[src/rtl/vram_sequencer.sv]
// vram_sequencer: owns the single VRAM port. Scanout reads take strict
// priority every cycle; the host's read / write / clear-screen commands are
// sequenced as RAM accesses on the cycles scanout leaves free.
module vram_sequencer #(
  parameter int          VRAM_WORDS = 2400,
  parameter logic [7:0]  FILL_CHAR  = 8'h20
) (
  input  logic        clk,
  input  logic        rst,
  input  logic [5:0]  cmd,
  input  logic [15:0] cmd_addr,
  input  logic [15:0] cmd_data,
  output logic [15:0] rd_data,
  output logic [1:0]  state,
  input  logic        scan_req,
  input  logic [15:0] scan_addr,
  output logic        scan_valid,
  output logic [15:0] ram_addr,
  output logic [15:0] ram_wdata,
  output logic        ram_we,
  input  logic [15:0] ram_rdata
);

  localparam logic [2:0] S_IDLE  = 3'd0;
  localparam logic [2:0] S_READ  = 3'd1;
  localparam logic [2:0] S_RDCAP = 3'd2;
  localparam logic [2:0] S_WRITE = 3'd3;
  localparam logic [2:0] S_CLEAR = 3'd4;
  localparam logic [2:0] S_DONE  = 3'd5;

  localparam logic [5:0] CMD_READ  = 6'b010011;
  localparam logic [5:0] CMD_WRITE = 6'b100011;
  localparam logic [5:0] CMD_CLEAR = 6'b110000;

  localparam logic [15:0] LAST_ADDR = 16'(VRAM_WORDS - 1);
  localparam logic [16:0] WORDS_17  = 17'(VRAM_WORDS);

  logic [2:0]  fsm;
  logic [15:0] lat_addr;
  logic [15:0] lat_data;
  logic [15:0] clr_cnt;
  logic        port_free;
  logic        addr_ok;

  // Scanout owns the port whenever it asks; the FSM only moves on free cycles.
  assign port_free = ~scan_req;
  // Compare in 17 bits so the full 16-bit address space never wraps.
  assign addr_ok   = ({1'b0, lat_addr} < WORDS_17);

  // Command sequencing, read capture and scanout-valid pipeline.
  // NOTE: all state here uses <= so every register samples pre-edge values;
  // blocking assignments would make ordering between these lines matter.
  always_ff @(posedge clk or posedge rst) begin
    if (rst) begin
      fsm        <= S_IDLE;
      lat_addr   <= '0;
      lat_data   <= '0;
      clr_cnt    <= '0;
      rd_data    <= '0;
      scan_valid <= 1'b0;
    end else begin
      scan_valid <= scan_req;
      case (fsm)
        S_IDLE: begin
          if (cmd == CMD_READ || cmd == CMD_WRITE || cmd == CMD_CLEAR) begin
            lat_addr <= cmd_addr;
            lat_data <= cmd_data;
            case (cmd)
              CMD_READ:  fsm <= S_READ;
              CMD_WRITE: fsm <= S_WRITE;
              default:   fsm <= S_CLEAR;
            endcase
          end
        end
        S_READ: begin
          if (port_free) fsm <= S_RDCAP;
        end
        S_RDCAP: begin
          // Data belongs to the previous access, so scanout this cycle is irrelevant.
          rd_data <= addr_ok ? ram_rdata : 16'h0000;
          fsm     <= S_DONE;
        end
        S_WRITE: begin
          if (port_free) fsm <= S_DONE;
        end
        S_CLEAR: begin
          if (port_free) begin
            if (clr_cnt == LAST_ADDR) begin
              clr_cnt <= '0;
              fsm     <= S_DONE;
            end else begin
              clr_cnt <= clr_cnt + 16'd1;
            end
          end
        end
        S_DONE: begin
          if (cmd == 6'd0) fsm <= S_IDLE;
        end
        default: fsm <= S_IDLE;
      endcase
    end
  end

  // RAM port mux: scanout first, otherwise whatever the FSM needs this cycle.
  // NOTE: every output gets a default before the branches so no path leaves
  // a value unassigned, which would otherwise infer a latch.
  always_comb begin
    ram_addr  = '0;
    ram_wdata = '0;
    ram_we    = 1'b0;
    if (rst) begin
      ram_we = 1'b0;
    end else if (scan_req) begin
      ram_addr = scan_addr;
    end else begin
      case (fsm)
        S_READ: ram_addr = lat_addr;
        S_WRITE: begin
          ram_addr  = lat_addr;
          ram_wdata = lat_data;
          ram_we    = addr_ok;
        end
        S_CLEAR: begin
          ram_addr  = clr_cnt;
          ram_wdata = {lat_data[15:8], FILL_CHAR};
          ram_we    = 1'b1;
        end
        default: ram_addr = '0;
      endcase
    end
  end

  // Status encoding seen by the control block; 11 is unreachable.
  always_comb begin
    case (fsm)
      S_IDLE:  state = 2'b00;
      S_DONE:  state = 2'b10;
      default: state = 2'b01;
    endcase
  end

endmodule

[config.mk]
export PLATFORM = sky130hd
export DESIGN_NAME = vram_sequencer
export DESIGN_NICKNAME = d
export VERILOG_FILES = /design/src/rtl/vram_sequencer.sv
export SDC_FILE = /design/constraint.sdc
export NUM_CORES = 1
export LEC_CHECK = 0
export ABC_AREA = 0
export CAP_MARGIN = 20
export CELL_PAD_IN_SITES_DETAIL_PLACEMENT = 1
export CELL_PAD_IN_SITES_GLOBAL_PLACEMENT = 2
export CORE_MARGIN = 4
export CORE_UTILIZATION = 30
export DETAILED_ROUTE_END_ITERATION = 10
export PLACE_DENSITY = 0.86
export SETUP_SLACK_MARGIN = 0.2
export SYNTH_ARGS = -nofsm -noshare
export SYNTH_HDL_FRONTEND = slang
export SYNTH_SLANG_ARGS = --single-unit
[constraint.sdc]
create_clock -name clk -period 8.8 [get_ports clk]
set_input_delay 1.32 -clock clk [delete_from_list [all_inputs] [get_ports clk]]
set_output_delay 1.32 -clock clk [all_outputs]
set_load 0.005 [all_outputs]
======== Yosys cells after proc, flatten, opt, wreduce, memory -nomap -nowiden ========
Cells that the tools add are included.
W data, S select, Z words.
operators by class
  add/sub/neg operators ................... 1
  magnitude comparators ................... 1
  equal/unequal tests ..................... 15
  multiplexer cells ....................... 20
  bitwise operators ....................... 1
  reductions and logical operators ........ 8
operators with widths
  operator                 count
  $mux W16                 6
  $pmux W16 S2             2
  $mux W3                  6
  $pmux W3 S6              1
  $add A16 B1 Y16 const B  1
  $eq A16 B12 Y1 const B   1
  $lt A16 B12 Y1 const B   1
  $eq A6 B6 Y1 const B     2
  $ne A2 B2 Y1 const B     6
  $eq A3 B2 Y1 const B     2
  $eq A3 B3 Y1 const B     2
  $eq A6 B5 Y1 const B     1
  $logic_not A6 Y1         1
  $pmux W3 S2              1
  $reduce_and A6 Y1        1
  $pmux W2 S2              1
  $reduce_and A2 Y1        2
  $eq A3 B1 Y1 const B     1
  $logic_not A3 Y1         1
  $logic_or A1 B1 Y1       2
  $mux W1                  2
  $pmux W1 S2              1
  $reduce_or A2 Y1         1
  $not A1 Y1               1
word-level totals
  register bits after elaboration ......... 68
  input bits .............................. 73
  output and inout bits ................... 52
  word-level logic and storage cells ...... 52

======== Depth between registers and ports, before layout ========
  word-level depth ........................ 5
  mapped depth ............................ 6

======== Worst setup path after synthesis ========
OpenSTA, ideal clock, no wires.
  path kind ............................... input to output
  start ................................... input port rst
  end ..................................... output port ram_wdata[0]
  arrival time ............................ 3491 ps
  data required time ...................... 7480 ps
  setup slack ............................. 3989 ps
  cell stages on the path ................. 4
  cell sequence ........................... clkbuf_1 -> inv_1 -> and3_1 -> and2_1
on the way
  cells in the longest elaborated chain, start to end .. 1
RTL lines
  element          line  RTL
  start, declared  9     input logic rst,
  $mux W16         111   if (rst) begin
  end, declared    19    output logic [15:0] ram_wdata,
Every way passes these cells.

======== Final worst setup path ========
  start ................................... input port scan_req
  end ..................................... output port ram_addr[2]
on the way
  cells in the longest elaborated chain, start to end .. 2
RTL lines
  element          line  RTL
  start, declared  15    input logic scan_req,
  $mux W16         113   end else if (scan_req) begin
  $mux W16         111
  end, declared    18    output logic [15:0] ram_addr,
Every way passes these cells.

==> metrics.txt <==
status completed; synth warn 0; fmax 187 MHz; clk_skew 5.36 ps; root buffer cell clkbuf_16; crit path time final 5350 ps; delay-heaviest family, CP buffers and inverters; I/O Pins 125; Power, Total 1.32 mW; detailed-placement wirelength estimate 7620 um; Mapped Nets 360; #FFs+latches synth 68; crit share post-route 0.608; Setup TNS 0 ps; total CTS buffers 9; fin area 5050 um^2; HP Class flop to flop; Area Growth Syn to Fin 49.2%; Worst VDD drop 0.0000917 V; cell chain of the critical path clkdlybuf4s50_1, nand2b_1, nor2_1, buf_4, a22oi_1, a21oi_1, clkdlybuf4s50_1; clock latency on the worst-skew pair 330 ps; met3 Use GR 0.0433; post-synth top area cell dfrtp_1; Cell Area, Placed 4740 um^2; Congestion Overflow GR 0; Flop pwr share 0.415; setup violators final 0; register area share after synthesis 0.502; WS Path Type input port to primary output; layout cell share with drive strength beyond 1 0.140; largest cells by area after synthesis dfrtp_1 (50%), mux2_4 (13%), a222oi_1 (4.4%); Power Internal 934 uW; number of remaining DRC errors 0; Via density 5.10; Hold Vio Cnt, Final 0; Initial Util 0.310; CTS H-tree lvls 3; port bufs 124; EDFF count, synth 0; max incr delay on CP 900 ps; Psw 381 uW; post-synth top area share 0.502; Mean Syn Cell Area 11.8 um^2; Synth async-reset ratio 1.00; Clock Power Share 0.259; initial antenna violation count 0; met2 usage 0.283; top_reg_cell synth dfrtp_1; Slew HR 0.368; n_diodes 0; Worst Path Buf+Inv 3; CTS tree done; DRT Pass-1 Iters 5; Final #Nets 484; layer with the highest usage met2; wire per inst 19.0 um; CTS Hold Buffers Added 0; die footprint 13100 um^2; Arr. time, crit path 4030 ps; core area 10900 um^2; CTS resizes 0; Yosys cell types 42; largest net degree at the start of global routing 69; DRT iter0 DRCs 162; pwr dens 260 nW/um^2; crit path capture type primary output; GPL Wtd Cong 0.819; critical path startpoint category input port; Critical Path Slowest Stage Cell clkdlybuf4s50_1; Max Root-Sink Buffers 2; most used cell, CP clkdlybuf4s50_1; Syn Inst Count 286; fin. max-slew vios 0; CP Data Required Time 7480 ps; met1 GRT Util 0.211; Core Rows 38; static leakage 2.19 nW; clock sinks 68; worst slew pin tran 944 ps; Die X 114 um; clk slew on worst S/H paths 50 ps; Chip Height 114 um; setup bufs post-CTS 0; DRT Wirelength 10500 um; Comb pwr share 0.327; GRT Util Overall 0.169; area of the multi-input gates 1580 um^2; Worst Hold Depth 1; vias in the first global route 3126; max cap viols 0; DR vias 2832; first-pass GRT wire length 17200 um; fillers 1197; WP depth 7; sw frac 0.290; FF-to-FF path depth 4; Post-Syn Area 3390 um^2; Seq. cell area 1700 um^2; critical path peak fanout 24; ANT nets after route 0; RSZ-0062 raised after global routing false
==> Yosys cell counts, drive strengths merged, types with 3 or more instances <==
cell type / count
nor4: 5
and2: 15
mux2: 32
a211oi: 3
a222oi: 15
xnor2: 12
dfrtp: 68
buf: 9
xor2: 4
inv: 3
or4: 3
nand3: 9
nand2: 10
a22o: 16
a21oi: 3
clkbuf: 9
o21ai: 5
nor3: 5
nor2: 30
nand4: 4
==> placed cells by master (no fill, tap or decap), drive strengths merged, types with 2 or more instances in the layout <==
cell / Yosys / layout
a211oi: 3 / 3
mux2: 32 / 32
and2: 15 / 15
a22o: 16 / 16
buf: 9 / 7
clkbuf: 9 / 15
and3: 2 / 2
nand4: 4 / 4
nor2b: 2 / 2
dfrtp: 68 / 68
clkdlybuf4s50: 0 / 124
xor2: 4 / 4
nor3: 5 / 5
nand3: 9 / 9
and3b: 2 / 2
nand2b: 2 / 2
nand4b: 2 / 2
or4: 3 / 3
a22oi: 2 / 2
nor4: 5 / 5
a31oi: 2 / 2
a21oi: 3 / 3
or4b: 2 / 2
o21ai: 5 / 5
nor2: 30 / 30
xnor2: 12 / 12
inv: 3 / 3
a222oi: 15 / 15
nand2: 10 / 10
==> through the flow <==
| step | utilization | cells | worst slack, ps | hold slack, ps |
|---|---|---|---|---|
| 2_1_floorplan | - | 286 | 3990 | 458 |
| 3_3_place_gp | 0.433 | 535 | 2960 | 487 |
| 3_5_place_dp | 0.433 | 536 | 3290 | 487 |
| 4_1_cts | 0.459 | 552 | 3290 | 504 |
| 5_1_grt | 0.462 | 555 | 3210 | 520 |
| 6_report | 0.462 | 555 | 3450 | 503 |
==> routing by layer <==
metal | wire length, um | vias to the layer above
li1 | - | 1313
met1 | 4460 | 1435
met2 | 5380 | 72
met3 | 516 | 12
met4 | 178 | 0
met5 | 0 | -
==> final cells by class <==
cell class / instances / area share
Sequential cell: 68 / 0.337
Multi-Input combinational cell: 197 / 0.312
Timing Repair Buffer: 131 / 0.258
Clock buffer: 15 / 0.0550
Tap cell: 140 / 0.0347
Inverter: 3 / 0.00223
Clock inverter: 1 / 0.000990
==> cell families (layout without fill, tap and decap cells) <==
| kind of cell | count (synthesis) | after routing | share of synthesized area |
|---|---|---|---|
| AOI/OAI and AO/OA | 50 | 50 | 0.121 |
| adders and majority gates | 1 | 1 | 0.00369 |
| buffers and inverters | 21 | 150 | 0.0318 |
| muxes | 32 | 32 | 0.140 |
| xor gates and xnor gates | 16 | 16 | 0.0414 |
| and+or+nand+nor | 98 | 98 | 0.160 |
| DFF | 68 | 68 | 0.502 |
==> registers in the layout (all words and copies together) (netlist names) <==
| name | flops |
|---|---|
| rd_data | 16 |
| lat_addr | 16 |
| fsm | 3 |
| scan_valid | 1 |
| lat_data | 16 |
| clr_cnt | 16 |
==> power by group through the flow <==
stage          clock network, mW  logic, mW  registers, mW
2_1_floorplan                  0      0.250          0.506
3_3_place_gp                   0      0.418          0.543
3_5_place_dp                   0      0.435          0.548
4_1_cts                    0.349      0.437          0.546
5_1_grt                    0.369      0.465          0.566
6_report                   0.340      0.430          0.545
==> path summary, 6_finish.rpt <==
| path | start | endpoint | slack [ps] |
|---|---|---|---|
| max in group asynchronous | rst | fsm[0] | 6420 |
| min in group asynchronous | rst | clr_cnt[10] | 1820 |
| worst max-delay path | scan_req | ram_addr[2] | 3450 |
| worst max register to register | fsm[0] | lat_addr[15] | 6290 |
| worst min register to register | lat_data[9] | lat_data[9] | 500 |
| worst min-delay path | lat_data[9] | lat_data[9] | 500 |
No activity file was read; power rests on OpenSTA's default activity.
